## src/rtl/bin_dec_pkg.sv

```systemverilog
// Shared definitions for the binary-to-one-hot LED decoder/sequencer:
// mode encodings and the bounce direction type.
package bin_dec_pkg;

    localparam logic [1:0] MODE_DIRECT = 2'b00;
    localparam logic [1:0] MODE_UP     = 2'b01;
    localparam logic [1:0] MODE_DOWN   = 2'b10;
    localparam logic [1:0] MODE_BOUNCE = 2'b11;

    typedef enum logic {
        DIR_UP   = 1'b0,
        DIR_DOWN = 1'b1
    } dir_t;

endpackage

```

## src/rtl/bin_decoder_sequencer_dec.sv

```systemverilog
// Combinational SEL_W-to-2**SEL_W one-hot decoder with an active-high enable;
// the output is all-zero when disabled.
module bin_onehot_dec #(
    parameter int SEL_W = 4
) (
    input  logic                  en,
    input  logic [SEL_W-1:0]      sel,
    output logic [(1<<SEL_W)-1:0] onehot
);

    always_comb begin
        // NOTE: assign every always_comb output a default first so no path leaves it unassigned (no latch).
        onehot = '0;
        if (en) begin
            onehot[sel] = 1'b1;
        end
    end

endmodule

```

## src/rtl/bin_decoder_sequencer.sv

```systemverilog
// Registered binary-to-one-hot LED driver with direct select and a prescaled
// up / down / bounce auto-scan sequencer with synchronous index load.
module bin_decoder_sequencer
    import bin_dec_pkg::*;
#(
    parameter int SEL_W   = 4,
    parameter int DIV_MAX = 4
) (
    input  logic                  clk,
    input  logic                  rst_n,
    input  logic                  en,
    input  logic [1:0]            mode,
    input  logic                  ld,
    input  logic [SEL_W-1:0]      a,
    output logic [(1<<SEL_W)-1:0] led,
    output logic [SEL_W-1:0]      idx,
    output logic                  wrap
);

    localparam int N     = 1 << SEL_W;
    localparam int CNT_W = (DIV_MAX > 1) ? $clog2(DIV_MAX) : 1;

    localparam logic [CNT_W-1:0] CNT_LAST = CNT_W'(DIV_MAX - 1);
    localparam logic [SEL_W-1:0] IDX_MAX  = '1;

    logic [SEL_W-1:0] idx_q,  idx_d;
    logic [CNT_W-1:0] cnt_q,  cnt_d;
    dir_t             dir_q,  dir_d;
    logic [1:0]       mode_q, mode_d;
    logic [N-1:0]     led_q,  led_d;
    logic             wrap_q, wrap_d;

    always_comb begin
        idx_d  = idx_q;
        cnt_d  = cnt_q;
        dir_d  = dir_q;
        mode_d = mode_q;
        wrap_d = 1'b0;

        if (!en) begin
            // Frozen: only the LED bank blanks.
        end else if (mode == MODE_DIRECT) begin
            idx_d  = a;
            cnt_d  = '0;
            mode_d = mode;
        end else if (mode != mode_q) begin
            // Mode switch restarts the prescaler and never steps in the same cycle.
            cnt_d  = '0;
            mode_d = mode;
            if (mode == MODE_BOUNCE) begin
                dir_d = DIR_UP;
            end
            if (ld) begin
                idx_d = a;
            end
        end else if (ld) begin
            idx_d = a;
            cnt_d = '0;
        end else if (cnt_q != CNT_LAST) begin
            cnt_d = cnt_q + CNT_W'(1);
        end else begin
            cnt_d = '0;
            case (mode)
                MODE_UP: begin
                    idx_d  = idx_q + SEL_W'(1);
                    wrap_d = (idx_q == IDX_MAX);
                end
                MODE_DOWN: begin
                    idx_d  = idx_q - SEL_W'(1);
                    wrap_d = (idx_q == '0);
                end
                default: begin
                    if (dir_q == DIR_UP) begin
                        if (idx_q == IDX_MAX) begin
                            dir_d = DIR_DOWN;
                            idx_d = IDX_MAX - SEL_W'(1);
                        end else begin
                            idx_d = idx_q + SEL_W'(1);
                        end
                    end else begin
                        if (idx_q == '0) begin
                            dir_d  = DIR_UP;
                            idx_d  = SEL_W'(1);
                            wrap_d = 1'b1;
                        end else begin
                            idx_d = idx_q - SEL_W'(1);
                        end
                    end
                end
            endcase
        end
    end

    bin_onehot_dec #(
        .SEL_W (SEL_W)
    ) u_dec (
        .en     (en),
        .sel    (idx_d),
        .onehot (led_d)
    );

    always_ff @(posedge clk) begin
        // NOTE: sequential state uses non-blocking assignments so every flop samples pre-edge values.
        if (!rst_n) begin
            idx_q  <= '0;
            cnt_q  <= '0;
            dir_q  <= DIR_UP;
            mode_q <= MODE_DIRECT;
            led_q  <= '0;
            wrap_q <= 1'b0;
        end else begin
            idx_q  <= idx_d;
            cnt_q  <= cnt_d;
            dir_q  <= dir_d;
            mode_q <= mode_d;
            led_q  <= led_d;
            wrap_q <= wrap_d;
        end
    end

    assign led  = led_q;
    assign idx  = idx_q;
    assign wrap = wrap_q;

endmodule

```

## config.mk

```make
export PLATFORM = sky130hd
export DESIGN_NAME = bin_decoder_sequencer
export DESIGN_NICKNAME = d
export VERILOG_FILES = /design/src/rtl/bin_dec_pkg.sv /design/src/rtl/bin_decoder_sequencer_dec.sv /design/src/rtl/bin_decoder_sequencer.sv
export SDC_FILE = /design/constraint.sdc
export NUM_CORES = 1
export LEC_CHECK = 0
export CAP_MARGIN = 20
export CORE_ASPECT_RATIO = 2
export CORE_MARGIN = 2
export CORE_UTILIZATION = 50
export DETAILED_ROUTE_END_ITERATION = 8
export GPL_ROUTABILITY_DRIVEN = 0
export PLACE_DENSITY = 0.78
export SLEW_MARGIN = 20
export SYNTH_ARGS = -nofsm -noshare
export SYNTH_HDL_FRONTEND = slang
export SYNTH_SLANG_ARGS = --single-unit
```

## constraint.sdc

```tcl
create_clock -name clk -period 3.7 [get_ports clk]
set_clock_uncertainty 0.05 [all_clocks]
set_input_delay 0.74 -clock clk [delete_from_list [all_inputs] [get_ports clk]]
set_output_delay 0.74 -clock clk [all_outputs]
set_load 0.1 [all_outputs]
```

* Word-level counts from Yosys, hierarchy flattened
Cells that the tools add are included.
** Storage, ports and cells
- Flip-flop bits (word level) :: 26
- Latch bits :: 0
- RAM bits :: 0
- Memory bits (read-only) :: 0
- Bits of input ports :: 10
- Output and inout port bits :: 21
- Logic and storage cells :: 62
- Memories :: 0
** Operators by class
- Add/sub/neg operators :: 3
- Multiply operators :: 0
- Div/mod/pow operators :: 0
- $lt $le $gt $ge :: 2
- Eq/ne operators :: 10
- Shift operators :: 0
- Multiplexer cells :: 29
- Bitwise logic cells :: 3
- Reduce and logical (&&, ||, !) cells :: 9
** Operators by type and width (count)
- $mux W4 :: 9
- $mux W2 :: 6
- $mux W1 :: 11
- $pmux W4 S2 :: 1
- $ne A2 B1 Y1 const B :: 3
- $reduce_and A6 Y1 :: 1
- $reduce_or A6 Y1 :: 1
- $lt A4 B5 Y1 const B :: 1
- $add A4 B1 Y4 const B :: 1
- $demux W1 S4 :: 1
- $eq A2 B2 Y1 const B :: 2
- $eq A4 B4 Y1 const B :: 1
- $ge A4 B1 Y1 const B :: 1
- $logic_not A4 Y1 :: 1
- $ne A2 B2 Y1 const B :: 2
- $reduce_and A2 Y1 :: 2
- $sub A4 B1 Y4 const B :: 1
- $not A1 Y1 :: 3
- $add A2 B1 Y2 const B :: 1
- $eq A2 B1 Y1 const B :: 1
- $logic_not A2 Y1 :: 1
- $ne A2 B2 Y1 :: 1
- $pmux W1 S2 :: 1
- $reduce_bool A2 Y1 :: 1
- other kinds (2) :: 2

* Depth between registers and ports, before layout
- Depth in word-level cells :: 13
- Depth in mapped cells :: 7

* Hierarchy
A second synthesis with hierarchy kept.
** Unflattened totals
- Cells, all modules :: 184
- Area, all modules :: 1601.5 um2
** By module, submodules not included
- bin_decoder_sequencer :: times used 1, cells an instance 161, area an instance 1483.9 um2
- bin_onehot_dec :: times used 1, cells an instance 23, area an instance 117.6 um2

* Worst setup path after synthesis
Ideal clock, no wire load.
- Kind :: register -> register
- From :: register idx_q[0] (netlist: idx[0])
- To :: register led_q[10] (netlist: led[10])
- Arrival time :: 2.562 ns
- Path slack :: 0.954 ns
- Stages on the path, launching flop included :: 8
- Path buffers :: 0
- Clock period less this slack :: 2.746 ns
- Cells stage by stage :: dfxtp_1 inv_1 ha_1 a311oi_2 o32ai_2 a221o_2 o2111ai_2 nor3_1
** Between the ends
- Word-level cells in the longest chain between the ends :: 13
- Elaborated cells between the ends (all ways) :: 19
** Ends and longest elaborated chain
- start, declared :: RTL line bin_decoder_sequencer.sv:26 : logic [SEL_W-1:0] idx_q, idx_d;
- start signal, assigned :: RTL line bin_decoder_sequencer.sv:112 : idx_q <= idx_d;
- $add A4 B1 Y4 (tied with other cells) :: RTL line bin_decoder_sequencer.sv:65, bin_decoder_sequencer.sv:78
- $mux W4, on equally long branches :: RTL line bin_decoder_sequencer.sv:74, bin_decoder_sequencer.sv:81
- $mux W4 :: RTL line bin_decoder_sequencer.sv:73 : if (dir_q == DIR_UP) begin
- $pmux W4 S2 :: RTL line bin_decoder_sequencer.sv:63 : case (mode)
- $mux W4 :: RTL line bin_decoder_sequencer.sv:59 : end else if (cnt_q != CNT_LAST) begin
- $mux W4 :: RTL line bin_decoder_sequencer.sv:56 : end else if (ld) begin
- $mux W4 :: RTL line bin_decoder_sequencer.sv:46 : end else if (mode != mode_q) begin
- $mux W4 :: RTL line bin_decoder_sequencer.sv:42 : end else if (mode == MODE_DIRECT) begin
- $mux W4 (*) :: RTL line bin_decoder_sequencer.sv:40 : if (!en) begin
- $lt A4 B5 Y1 (not written as such) / $ge A4 B1 Y1 (equally long branches) :: RTL line bin_decoder_sequencer_dec.sv:15 : onehot[sel] = 1'b1;
- $logic_and A1 B1 Y1 (not written as such) :: RTL line bin_decoder_sequencer_dec.sv:15
- $mux W1 (not written as such) :: RTL line bin_decoder_sequencer_dec.sv:15
- $demux W1 S4 (*)
- end signal, assigned :: RTL line bin_decoder_sequencer.sv:116 : led_q <= led_d;
- end, declared :: RTL line bin_decoder_sequencer.sv:30 : logic [N-1:0] led_q, led_d;
Mark *: on every way between the ends. The rest lies on a longest branch, timed or not.
A chain may end at the register's enable or synchronous reset.

* Worst setup path in the final report
- From :: input port mode[0]
- To :: register led_q[8] (netlist: led[8])
** Between the ends
- Word-level cells in the longest chain between the ends :: 11
- Elaborated cells between the ends (all ways) :: 15
** Ends and longest elaborated chain
- start, declared :: RTL line bin_decoder_sequencer.sv:12 : input logic [1:0] mode,
- $eq A2 B2 Y1 / $eq A2 B1 Y1 (equally long branches) :: RTL line bin_decoder_sequencer.sv:63
- $pmux W4 S2 :: RTL line bin_decoder_sequencer.sv:63
- $mux W4 :: RTL line bin_decoder_sequencer.sv:59
- $mux W4 :: RTL line bin_decoder_sequencer.sv:56
- $mux W4 :: RTL line bin_decoder_sequencer.sv:46
- $mux W4 (*) :: RTL line bin_decoder_sequencer.sv:42
- $mux W4 (*) :: RTL line bin_decoder_sequencer.sv:40
- $lt A4 B5 Y1 (not written as such) / $ge A4 B1 Y1 (equally long branches) :: RTL line bin_decoder_sequencer_dec.sv:15
- $logic_and A1 B1 Y1 (not written as such) :: RTL line bin_decoder_sequencer_dec.sv:15
- $mux W1 (not written as such) :: RTL line bin_decoder_sequencer_dec.sv:15
- $demux W1 S4 (*)
Marks and branches as above.

==> flow_summary.json <==
{
  "status": "completed",
  "fill_cells": 262,
  "antenna_found_initial": 0,
  "initial_utilization_pct": 51.62,
  "num_rows": 28,
  "slowest_stage": "clkdlybuf4s50_1",
  "io_pins": 31,
  "grt_pass1_wl_um": 6099,
  "ys_async_sr_fraction_pct": 0,
  "crit_required_ps": 3850,
  "cts_sinks": 26,
  "htree_levels": 1,
  "ir_worst_vdd_v": 0.0002098,
  "worstPathCellList": "clkdlybuf4s50_1 > inv_1 > ha_1 > inv_1 > nor3_1 > o31a_1 > o2111ai_1 > nor3_1",
  "drtIter0Drc": 69,
  "layout-drive-gt1-share_pct": 12.04,
  "netlist_instances": 161,
  "clockRootBuffer": "clkbuf_8",
  "dr_total_vias": 1412,
  "ys_types": 59,
  "grt_usage_pct": 23.15,
  "period_share_pct": 80.35,
  "hold_buffers": 0,
  "cp_max_fo": 7,
  "coreArea_sq_um": 2943,
  "finalHoldViolCount": 0,
  "cts_buffer_depth": 2,
  "wl_per_cell_um": 17.97,
  "cts_buffers": 3,
  "tightest_slew_ps": 992.5,
  "avgSynthCellArea_sq_um": 9.435,
  "min_period_ps": 2973,
  "p_per_area_nw_per_um2": 340.1,
  "synthFlopType": "dfxtp_1",
  "worstReg2RegStart": "idx[0]",
  "worstPathArrival_ps": 3120,
  "clock.fmax_mhz": 336.3,
  "critPathCapture": "led[8]",
  "port_buffers": 30,
  "whs_path_depth": 2,
  "nNetsFinal": 210,
  "die-width_um": 42.98,
  "dr.pass1.iters": 5,
  "wirelength_um": 3972,
  "slew_violations": 0,
  "max_stage_delay_ps": 610,
  "finalSetupViolCount": 0,
  "stdcell_count": 221,
  "grt_max_degree": 19,
  "place_inst": 217,
  "dpl.hpwl_um": 3129,
  "grt_pass1_vias": 1312,
  "yosysWarnings": 0,
  "ys_ff_latch": 26,
  "cts-resized-gates": 0,
  "ys_seq_area_share_pct": 34.27,
  "die_y_um": 81.95,
  "hp-class": "reg2reg",
  "reg2regPathDepth": 7,
  "netlist_area_sq_um": 1519,
  "grt_overflow": 0,
  "diodes": 0,
  "drc": 0,
  "clock_latency_ps": 280,
  "r2r-end": "led[8]",
  "cap_violations": 0,
  "viasPerCell": 6.389,
  "ant_nets": 0,
  "clkTransAtPathRegs_ps": 90,
  "startpoint_type": "primary input",
  "die_area_sq_um": 3522,
  "timing.hold.ws_ps": 446.0,
  "synth_edf_count": 0,
  "endpoint_kind": "register",
  "tns_ps": 0,
  "critical_path_class": "in2reg",
  "p_leak_nw": 0.6940,
  "tritoncts": "done",
  "postCtsSetupBuffers": 0,
  "grt_setup_unrepaired": "no",
  "relSlewSlack_pct": 33.63,
  "r2r_slack_ps": 1250,
  "critPathLaunch": "mode[0]",
  "synthesis.nets": 179,
  "syn2layout_area_growth_pct": 24.22
}
[critical path: cells and delay by family]
| family | cells | cell delay (ps) |
|---|---|---|
| AO/OA/AOI/OAI | 2 | 490 |
| adder cells (fa/ha/maj) | 1 | 420 |
| AND/OR/NAND/NOR | 2 | 590 |
| buffers and inverters | 3 | 880 |
[cells by family (layout without fill, tap and decap cells)]
logic type                 Yosys count  after routing  synth area share (%)
AOI/OAI and AO/OA                   41             41                 24.55
adders and majority gates            8              8                 6.590
xor gates and xnor gates             4              4                 2.307
and+or+nand+nor                     63             63                 25.87
DFF                                 26             26                 34.27
buffers and inverters               16             46                 4.448
muxes                                3              3                 1.977
[sequential cells by signal, indices dropped and copies added, names as in the netlist]
signal,flops
cnt_q,2
dir_q,1
idx,4
led,16
mode_q,2
wrap,1
[layout by cell type (no fill, tap or decap), drive strengths merged, types with 3 or more instances in the layout]
master / netlist / final
and2: 4 / 4
o211ai: 4 / 4
a32oi: 4 / 4
mux2i: 3 / 3
nand2b: 5 / 5
inv: 10 / 10
nor2: 8 / 8
clkdlybuf4s50: 0 / 26
o2111ai: 3 / 3
nor2b: 5 / 5
o21a: 3 / 3
dfxtp: 26 / 26
ha: 8 / 8
buf: 4 / 6
nand2: 3 / 3
nand3: 3 / 3
clkbuf: 2 / 4
and3: 4 / 4
nor3: 18 / 18
o21ai: 3 / 3
[synthesized netlist by cell type, types with 3 or more instances]
cell type / instances / area (sq um)
and3_1: 4 / 25.02
nor2_1: 8 / 30.03
dfxtp_1: 26 / 520.5
inv_1: 10 / 37.54
nor2b_1: 5 / 31.28
ha_1: 8 / 100.1
nand2b_1: 5 / 31.28
nor3_1: 18 / 90.09
buf_2: 3 / 15.01
o211ai_1: 3 / 22.52
nand2_1: 3 / 11.26
and2_1: 4 / 25.02
mux2i_1: 3 / 30.03
a32oi_1: 4 / 35.03
o21a_1: 3 / 22.52
o21ai_0: 3 / 15.01
[worst min path at each step]
stage	start	to
4_1_cts	cnt_q[1]	cnt_q[1]
6_report	cnt_q[1]	cnt_q[1]
3_3_place_gp	cnt_q[1]	cnt_q[1]
3_5_place_dp	cnt_q[1]	cnt_q[1]
5_1_grt	cnt_q[1]	cnt_q[1]
2_1_floorplan	cnt_q[1]	cnt_q[1]
[report_power, final]
group | switching (mW) | internal, mW
Sequential | 0.0112 | 0.286
Clock | 0.0902 | 0.0953
Combinational | 0.105 | 0.0538
[stage by stage]
stage | total power [mW] | utilization, % | setup slack, ps | instance area (sq um)
final | 0.6417 | 64.12 | 726.9 | 1887
after global routing | 0.6589 | 64.12 | 589.1 | 1887
after CTS | 0.6404 | 64.12 | 796.4 | 1887
after detailed placement | 0.4602 | 62.24 | 512.4 | 1832
after global placement | 0.4562 | 62.24 | 597.8 | 1832
after floorplan | 0.4162 | - | 954.2 | 1519
[layer usage]
layer	part of all wire (%)	vias up	global-route usage (%)	routed length (um)
li1	-	675	-	-
met2	56	61	47.42	2232
met4	4.2	0	11.82	167
met1	35	657	21.57	1394
met3	4.4	19	1.758	176
met5	0	-	0	0
[final cells by class]
| cell class | instances | area, sq um | area share [%] |
|---|---|---|---|
| multi-input cells | 119 | 930.9 | 49.34 |
| clock buffers | 4 | 55.05 | 2.918 |
| flip-flops and latches | 26 | 520.5 | 27.59 |
| repair buffers | 32 | 305.3 | 16.18 |
| inverters | 10 | 37.54 | 1.989 |
| well taps | 30 | 37.54 | 1.989 |
Note: power is estimated with default switching activity, not from simulation.
